File: config.mk
export PLATFORM = sky130hd
export DESIGN_NAME = instr_fetch_seq
export DESIGN_NICKNAME = d
export VERILOG_FILES = /design/src/rtl/cpu8_pkg.sv /design/src/rtl/instr_fetch_seq_pc_reg.sv /design/src/rtl/instr_fetch_seq.sv
export SDC_FILE = /design/constraint.sdc
export NUM_CORES = 1
export LEC_CHECK = 0
export ABC_AREA = 1
export CORE_MARGIN = 10
export CORE_UTILIZATION = 36
export DETAILED_ROUTE_END_ITERATION = 10
export PLACE_DENSITY_LB_ADDON = 0.3
export REMOVE_ABC_BUFFERS = 1
export SLEW_MARGIN = 30
export SYNTH_ARGS = -nofsm -noshare
export SYNTH_HDL_FRONTEND = slang
export SYNTH_HIERARCHICAL = 1
export SYNTH_SLANG_ARGS = --single-unit
File: constraint.sdc
create_clock -name clk -period 1.7 [get_ports clk]
set_clock_uncertainty 0.05 [all_clocks]
set_input_delay 0.34 -clock clk [delete_from_list [all_inputs] [get_ports clk]]
set_output_delay 0.34 -clock clk [all_outputs]
set_load 0.05 [all_outputs]
File: src/rtl/cpu8_pkg.sv
// Shared definitions for the 8-bit accumulator CPU: opcodes, sequencer states, instruction layout.
package cpu8_pkg;

   localparam int unsigned OP_W  = 3;
   localparam int unsigned IMM_W = 5;
   localparam int unsigned CNT_W = 16;

   localparam logic [OP_W-1:0] OP_ACM  = 3'd0;
   localparam logic [OP_W-1:0] OP_ACMI = 3'd1;
   localparam logic [OP_W-1:0] OP_ADD  = 3'd2;
   localparam logic [OP_W-1:0] OP_NAND = 3'd3;
   localparam logic [OP_W-1:0] OP_BNZ  = 3'd4;
   localparam logic [OP_W-1:0] OP_SLT  = 3'd5;
   localparam logic [OP_W-1:0] OP_SW   = 3'd6;
   localparam logic [OP_W-1:0] OP_LW   = 3'd7;

   typedef enum logic [1:0] {
      S_FETCH = 2'd0,
      S_LATCH = 2'd1,
      S_ISSUE = 2'd2,
      S_DMEM  = 2'd3
   } state_e;

   typedef struct packed {
      logic [OP_W-1:0]  opcode;
      logic [IMM_W-1:0] imm;
   } inst_t;

   // Loads and stores need an extra cycle with the accumulator owning memory.
   function automatic logic is_dmem_op(input logic [OP_W-1:0] op);
      return (op == OP_SW) || (op == OP_LW);
   endfunction

endpackage

File: src/rtl/instr_fetch_seq_pc_reg.sv
// Program counter: async reset to RESET_PC, branch load has priority over a wrapping increment.
module pc_reg #(
   parameter int unsigned          ADDR_W   = 8,
   parameter logic [ADDR_W-1:0]    RESET_PC = '0
) (
   input  logic              clk,
   input  logic              rst,
   input  logic              load,
   input  logic              inc,
   input  logic [ADDR_W-1:0] target,
   output logic [ADDR_W-1:0] pc
);

   logic [ADDR_W-1:0] pc_q;
   logic [ADDR_W-1:0] pc_d;

   always_comb begin
      pc_d = pc_q;
      if (load) begin
         pc_d = target;
      end else if (inc) begin
         pc_d = pc_q + ADDR_W'(1);
      end
   end

   always_ff @(posedge clk or posedge rst) begin
      if (rst) begin
         pc_q <= RESET_PC;
      end else begin
         pc_q <= pc_d;
      end
   end

   assign pc = pc_q;

endmodule

File: src/rtl/instr_fetch_seq.sv
// Fetch/issue sequencer for the 8-bit accumulator CPU; owns the PC and the memory address mux.
// Optional retired-instruction counter and instr_cnt port enabled by defining INSTR_CNT_EN.
module instr_fetch_seq
   import cpu8_pkg::*;
#(
   parameter int unsigned       ADDR_W   = 8,
   parameter int unsigned       DATA_W   = 8,
   parameter logic [ADDR_W-1:0] RESET_PC = '0
) (
   input  logic              clk,
   input  logic              rst,
   input  logic              run,
   output logic [ADDR_W-1:0] mem_addr,
   output logic              mem_re,
   input  logic [DATA_W-1:0] mem_rdata,
   output logic              sel_mem_in,
   input  logic [ADDR_W-1:0] acc_addr,
   output logic [OP_W-1:0]   opcode,
   output logic [IMM_W-1:0]  imm,
   output logic              inst_valid,
   input  logic              inst_ready,
   input  logic              br_taken,
   input  logic [ADDR_W-1:0] br_target,
   output logic [ADDR_W-1:0] pc
`ifdef INSTR_CNT_EN
   ,
   output logic [CNT_W-1:0]  instr_cnt
`endif
);

   state_e            state_q, state_d;
   inst_t             ir_q, ir_d;
   logic              inst_valid_q, inst_valid_d;
   logic              handshake;
   logic              pc_load, pc_inc;
   logic              mem_re_c, sel_mem_in_c;
   logic [ADDR_W-1:0] mem_addr_c;
   logic [ADDR_W-1:0] pc_cur;

   assign handshake = inst_valid_q & inst_ready;

   // Memory strobes decode the current state so the read lands in S_LATCH with no extra wait cycle.
   always_comb begin
      state_d      = state_q;
      ir_d         = ir_q;
      pc_load      = 1'b0;
      pc_inc       = 1'b0;
      mem_re_c     = 1'b0;
      sel_mem_in_c = 1'b0;
      mem_addr_c   = pc_cur;
      case (state_q)
         S_FETCH: begin
            if (run && !rst) begin
               mem_re_c = 1'b1;
               state_d  = S_LATCH;
            end
         end
         S_LATCH: begin
            ir_d    = inst_t'(mem_rdata[OP_W+IMM_W-1:0]);
            state_d = S_ISSUE;
         end
         S_ISSUE: begin
            if (handshake) begin
               if (is_dmem_op(ir_q.opcode)) begin
                  state_d = S_DMEM;
               end else begin
                  state_d = S_FETCH;
                  if ((ir_q.opcode == OP_BNZ) && br_taken) begin
                     pc_load = 1'b1;
                  end else begin
                     pc_inc = 1'b1;
                  end
               end
            end
         end
         S_DMEM: begin
            sel_mem_in_c = 1'b1;
            mem_addr_c   = acc_addr;
            mem_re_c     = (ir_q.opcode == OP_LW);
            pc_inc       = 1'b1;
            state_d      = S_FETCH;
         end
         default: state_d = S_FETCH;
      endcase
      inst_valid_d = (state_d == S_ISSUE);
   end

   always_ff @(posedge clk or posedge rst) begin
      if (rst) begin
         state_q      <= S_FETCH;
         ir_q         <= '0;
         inst_valid_q <= 1'b0;
      end else begin
         state_q      <= state_d;
         ir_q         <= ir_d;
         inst_valid_q <= inst_valid_d;
      end
   end

   pc_reg #(
      .ADDR_W   (ADDR_W),
      .RESET_PC (RESET_PC)
   ) u_pc_reg (
      .clk    (clk),
      .rst    (rst),
      .load   (pc_load),
      .inc    (pc_inc),
      .target (br_target),
      .pc     (pc_cur)
   );

`ifdef INSTR_CNT_EN
   logic [CNT_W-1:0] instr_cnt_q, instr_cnt_d;

   // Every retire moves the PC exactly once, so the PC controls double as the retire strobe.
   always_comb begin
      instr_cnt_d = instr_cnt_q;
      if (pc_load || pc_inc) begin
         instr_cnt_d = instr_cnt_q + CNT_W'(1);
      end
   end

   always_ff @(posedge clk or posedge rst) begin
      if (rst) begin
         instr_cnt_q <= '0;
      end else begin
         instr_cnt_q <= instr_cnt_d;
      end
   end

   assign instr_cnt = instr_cnt_q;
`endif

   assign mem_addr   = mem_addr_c;
   assign mem_re     = mem_re_c;
   assign sel_mem_in = sel_mem_in_c;
   assign opcode     = ir_q.opcode;
   assign imm        = ir_q.imm;
   assign inst_valid = inst_valid_q;
   assign pc         = pc_cur;

endmodule

# Word-level counts from Yosys, hierarchy flattened

Index checks and enable logic that the tools add are counted.

Add/sub/neg operators: 1
Equality and inequality tests: 7
Muxes and demuxes: 18
Bitwise logic cells: 1
Reduce and logical (&&, ||, !) cells: 6

Operators with widths:

| kind                                                                  | number |
|---|---|
| 8-bit two-way mux                                                     | 3 |
| 3-bit equality test, second input constant                            | 3 |
| 1-bit two-way mux                                                     | 9 |
| 8-bit by 1-bit adder with 8-bit output, second input constant         | 1 |
| 2-bit case mux with 4 select lines                                    | 1 |
| 2-bit equality test, second input constant                            | 3 |
| 2-bit two-way mux                                                     | 3 |
| 1-bit case mux with 2 select lines                                    | 2 |
| 2-bit by 1-bit equality test with 1-bit output, second input constant | 1 |
| 1-bit logical AND                                                     | 2 |
| 2-bit zero test                                                       | 1 |
| 2-bit nonzero test                                                    | 1 |
| 1-bit AND                                                             | 1 |
| 1-bit zero test                                                       | 1 |
| 1-bit logical OR                                                      | 1 |

Register bits after elaboration: 19
Bits of input ports: 29
Output and inout port bits: 27

# Longest topological paths before layout

Gate-level depths: netlist (run 1).

Depth in word-level cells: 8
Mapped depth: 10
Depth with buffers taken out: 9

# Hierarchy

The synthesis (run 1) kept the hierarchy.

By module, submodules not included:

| module          | times used | cells an instance | area an instance (um^2) |
|---|---|---|---|
| instr_fetch_seq | 1          | 87                | 683.2 |
| pc_reg          | 1          | 64                | 490.5 |

# Worst setup path before layout (run 1)

Ideal clock, no wire load.

Kind: register to output
Start point: register state_q[1]
End point: output port mem_re
Data arrival time: 2000 ps
Data required time: 1310 ps
Path slack: -690 ps
Stages on the path, launching flop included: 5
Path buffers: 1
Cell sequence: dfrtp_1 ha_1 buf_4 nand4_1 a21oi_1

Word-level cells in the longest chain between the ends: 2

RTL lines:

| what                                                          | line                  | source |
|---|---|---|
| start: declaration                                            | instr_fetch_seq.sv:31 | `state_e state_q, state_d;` |
| start signal: assignment                                      | instr_fetch_seq.sv:94 | `state_q <= state_d;` |
| 2-bit equality test / 2-bit zero test (equally long branches) | instr_fetch_seq.sv:51 | `case (state_q)` |
| 1-bit case mux with 2 select lines *                          | instr_fetch_seq.sv:51 |  |
| end: declaration                                              | instr_fetch_seq.sv:14 | `output logic mem_re,` |

Every way passes the cells marked *; elsewhere a longest branch is shown, timed or not.

# Final worst setup path (run 1)

Ends and elaborated chain as after synthesis.

==> metrics.cfg, run 1 <==
[synth]
seq_area_frac_synth=0.405
synth_area_leader_cell=dfrtp_1
syn-cell-area_sq_mm=0.00117
syn_area_per_cell_sq_um=7.77
synth_warnings=6
synth-main-ff-cell=dfrtp_1
synth_common_cells=nand2_1, dfrtp_1, inv_1, nand3_1
synth_edf_count=0
ys_ff_latch=19
yosysMostFrequentCell=nand2_1
async_reset_ff_frac=1.00
yosysUniqueCellTypes=21
yosysTopAreaCellShare=0.405
synthTopCellsByArea=dfrtp_1, nand2_1, ha_1
synthCells=151

[setup_path]
crit_fanout=4
ff2ff_path_depth=9
path_cells=ha_4 -> nand4_1 -> a21oi_4 -> buf_12
crit_family=flip-flops
worst_setup_path_end_kind=output pin
crit_cells=4
cp.arrival_ps=1400
crit_path_start_kind=flop
critPathBufInv=1
max_stage_delay_ps=430
crit_type=flop to output pin
required_ps=1310
slowest_stage=dfrtp_2

[clocking]
clkTransAtPathRegs_ps=110
cts-root-buf=clkbuf_4
cts_tree=built
cts_buffer_depth=2
cts_hold_buffers=0
h-tree-depth=1
cts.sinks=19
cts_buffers=3
clock_latency_ps=300

[die]
start_util=0.381
ios=56
rows=20
fp.dieW_um=77.1
die_h_um=77.1
die_area_sq_mm=0.00594
core_area_sq_mm=0.00308

[outcome]
violations=setup timing
status=finished, violations left

[routing]
viasPerCell=4.78
wire_per_inst_um=14.3
vias=1263
remaining_drc_errors=0
drt_pass1_iterations=4
routed_wl_um=3770
ant_nets=0
drtIter0Drc=68

[finish]
fillers=267
final_layout_size_suffix_gt1_frac=0.332
ff_latch_area_sq_um=478
stdcell_area_sq_mm=0.00208
multi_input_area_sq_um=688
largest_reg_flops=8
nets=256
antenna_cells=0
fin_util=0.676
area_growth_pct=77.2

[global_route]
overflow=0
grt_antenna_before_repair=0
grt_pass1_vias=1361
grt_pass1_wl_um=6050
grt_max_degree=13
grt_usage=0.121

[timing]
rsz0062_at_grt=yes
hold_viol_final=0
fin_crit_ps=1790
setup_slack_ps=-95.0
tightest_slew_ps=337
drv_slew=0
slew_headroom=0.775
max_freq_mhz=557
fin_setup_tns_ps=-532
setup_violations=9
period_share=1.06

[placement]
dpl.hpwl_um=2960
place_congestion=0.773
dpl_cell_area_sq_mm=0.00189
post-place-ws_ps=-81.1
numPortBuffers=55

[power_and_ir_drop]
p_leak_nw=0.964
p_per_area_mw_per_mm2=2020
vdd_drop_max_uv=1120
totalPowerFinal_mw=4.19

[worst_hold_path]
hp-class=input port to async pin

[run]
cap_violations=0

==> routing by layer <==
| layer | part of all wire | global-route usage |
|---|---|---|
| met5 | 0 | 0 |
| met4 | 0.0021 | 0.0237 |
| met3 | 0.078 | 0.0431 |
| met2 | 0.52 | 0.229 |
| met1 | 0.40 | 0.125 |
==> path summary, 6_finish.rpt <==
| path | to | start | slack [ps] |
|---|---|---|---|
| worst max-delay path | mem_re | state_q[1] | -90 |
| worst min-delay path | u_pc_reg/pc[1] | rst | 270 |
| worst max register to register | u_pc_reg/pc[2] | state_q[0] | 30 |
| worst min register to register | imm[4] | imm[4] | 470 |
| max in group asynchronous | state_q[0] | rst | 1060 |
| min in group clk | imm[4] | imm[4] | 470 |
==> power breakdown <==
group | switching [mW] | total [mW] | internal [mW]
sequential | 0.311 | 0.972 | 0.661
clock | 0.138 | 0.226 | 0.0875
combinational | 1.74 | 3.00 | 1.26
total | 2.19 | 4.19 | 2.00
==> logic make-up after synthesis <==
| group | after synthesis | synth area share |
|---|---|---|
| simple gates | 81 | 0.295 |
| buf+inv | 20 | 0.0736 |
| flops | 19 | 0.405 |
| compound gates | 18 | 0.0970 |
| mux | 6 | 0.0576 |
| fa+ha+maj | 6 | 0.0640 |
| xor+xnor | 1 | 0.00746 |
==> through the flow <==
stage / hold WS, ps / instances
after global routing: 294 / 264
after detailed placement: 451 / 254
final: 268 / 264
after CTS: 267 / 262
after global placement: 445 / 254
after floorplan: 106 / 148
==> placed cells by master (no fill, tap or decap) <==
| cell type | instances |
|---|---|
| a21oi_1 | 2 |
| a21oi_2 | 1 |
| a21oi_4 | 1 |
| a22oi_1 | 3 |
| a22oi_2 | 3 |
| buf_12 | 12 |
| buf_4 | 19 |
| buf_6 | 9 |
| clkbuf_4 | 3 |
| clkdlybuf4s50_1 | 28 |
| clkinv_2 | 1 |
| dfrtp_1 | 17 |
| dfrtp_2 | 2 |
| ha_1 | 3 |
| ha_4 | 3 |
| inv_1 | 12 |
| inv_2 | 4 |
| inv_4 | 1 |
| mux2_2 | 6 |
| nand2_1 | 54 |
| nand2_2 | 2 |
| nand3_1 | 12 |
| nand3_2 | 2 |
| nand4_1 | 3 |
| nor2_1 | 4 |
| nor2_2 | 3 |
| nor2_4 | 1 |
| o21ai_0 | 2 |
| o21ai_1 | 4 |
| o21bai_1 | 2 |
| xor2_1 | 1 |
==> worst reg2reg max path, cell delays in order, from the launching register on <==
cell and delay, ps:
dfrtp_2 460, inv_2 90, buf_4 130, ha_4 140, nand3_2 90, o21ai_1 120, buf_4 150, nand2_1 70
xor2_1 170, a21oi_1 90
==> final cells by class <==
cell class | count | share of cell area
clock buffer | 3 | 0.0108
clock inverter | 1 | 0.00241
multi-input combinational | 112 | 0.331
sequential | 19 | 0.230
timing repair buffer | 68 | 0.368
inverter | 17 | 0.0319
tap | 44 | 0.0265
==> timing repair <==
action,CTS,global route
setup buffers,4,2
gates resized for setup,11,20
gates cloned,0,0
pin swaps,4,4
endpoints found under the setup margin,17,17
No activity file was read; power rests on OpenSTA's default activity.
==> run 2, diff against run 1 <==
CORE_UTILIZATION = 43   (was 36)
RECOVER_POWER = 25   (was default)
clock period = 2.2 ns   (was 1.7 ns; I/O delays follow)
==> metrics.cfg, run 2 (same netlist as run 1, synthesis figures left out) <==
[setup_path]
max_stage_delay_ps=850
crit_type=flop to output pin
path_cells=clkdlybuf4s50_1
worst_setup_path_end_kind=output pin
cp.arrival_ps=1620
crit_family=buffers and inverters
slowest_stage=clkdlybuf4s50_1
required_ps=1710
crit_path_start_kind=flop
ff2ff_path_depth=10
r2r-end=u_pc_reg/pc[4]
crit_fanout=6
reg2reg_setup_slack_ps=460
r2r-start=state_q[0]
critPathBufInv=1

[power_and_ir_drop]
p_per_area_mw_per_mm2=1560
p_leak_nw=0.871
vdd_drop_max_uv=1290
totalPowerFinal_mw=2.82

[global_route]
grt_pass1_vias=1250
grt_antenna_before_repair=0
grt_pass1_wl_um=5920
grt_usage=0.138
overflow=0
grt_max_degree=13

[worst_hold_path]
hp-class=flop to flop
min_to=imm[0]
worstHoldPathCells=1
hold_start=imm[0]

[finish]
final_layout_size_suffix_gt1_frac=0.161
final_cell_mix=nand2_1, clkdlybuf4s50_1, dfrtp_1, inv_1, nand3_1
fin_cells=241
multi_input_area_sq_um=618
antenna_cells=0
fillers=207
ff_latch_area_sq_um=475
nets=247
largest_reg_flops=8
mostFrequentLayoutCell=nand2_1
area_growth_pct=54.1
stdcell_area_sq_mm=0.00181

[die]
ios=56
rows=18
die_h_um=72.2
start_util=0.461
core_area_sq_mm=0.00254
die_area_sq_mm=0.00522
fp.dieW_um=72.2

[clocking]
cts_tree=built
cts.sinks=19
cts_setup_buffers=0
cts_hold_buffers=0
clock_latency_ps=310
h-tree-depth=1
clkTransAtPathRegs_ps=120
cts-root-buf=clkbuf_4
post_cts_resized=0
cts_buffer_depth=2
cts_buffers=3

[timing]
setup_violations=0
drv_slew=0
fin_crit_ps=2110
period_share=0.961
fin_setup_tns_ps=0
max_freq_mhz=473
slew_headroom=0.579
rsz0062_at_grt=no
tightest_slew_ps=631
hold_viol_final=0

[placement]
dpl_cell_area_sq_mm=0.00177
numPortBuffers=55
place_congestion=0.838
dp.cells=237
dpl.hpwl_um=2970

[routing]
wire_per_inst_um=15.1
ant_nets=0
drtIter0Drc=55
routed_wl_um=3640
drt_pass1_iterations=4
vias=1242
viasPerCell=5.15
remaining_drc_errors=0

[outcome]
status=completed

[run]
cap_violations=0

[run 2: metal layers]
metal | share of wire | routed length (um) | track usage | up-vias
li1 | - | - | - | 610
met1 | 0.41 | 1480 | 0.149 | 580
met2 | 0.49 | 1770 | 0.245 | 48
met3 | 0.092 | 333 | 0.0435 | 4
met4 | 0.016 | 59 | 0.0538 | 0
met5 | 0 | 0 | 0 | -
[run 2: area by class of cell]
cell class	instances	share of cell area
flip-flops and latches	19	0.263
repair buffers	59	0.322
well taps	30	0.0208
clock inverters	1	0.00277
inverters	17	0.0374
clock buffers	3	0.0125
multi-input cells	112	0.342
[run 2: per-stage QoR]
step	hold slack [ps]	util	setup WS [ps]
2_1_floorplan	206	-	-255
3_3_place_gp	438	0.695	281
3_5_place_dp	446	0.695	217
4_1_cts	375	0.706	24.8
5_1_grt	501	0.710	13.6
6_report	471	0.710	86.5
[run 2: how the worst max path moves through the flow]
stage | start | to | slack [ps] | cells after the start
finish | u_pc_reg/pc[6] | pc[6] | 90 | 1
detailed placement | rst | mem_re | 220 | 5
global route | u_pc_reg/pc[4] | pc[4] | 10 | 1
floorplan | state_q[1] | mem_re | -260 | 3
CTS | u_pc_reg/pc[2] | pc[2] | 20 | 1
global placement | rst | mem_re | 280 | 5
[run 2: power by group]
group	total (mW)	internal [mW]	switching [mW]
Combinational	1.94	0.669	1.27
Clock	0.185	0.0678	0.118
Sequential	0.693	0.507	0.186
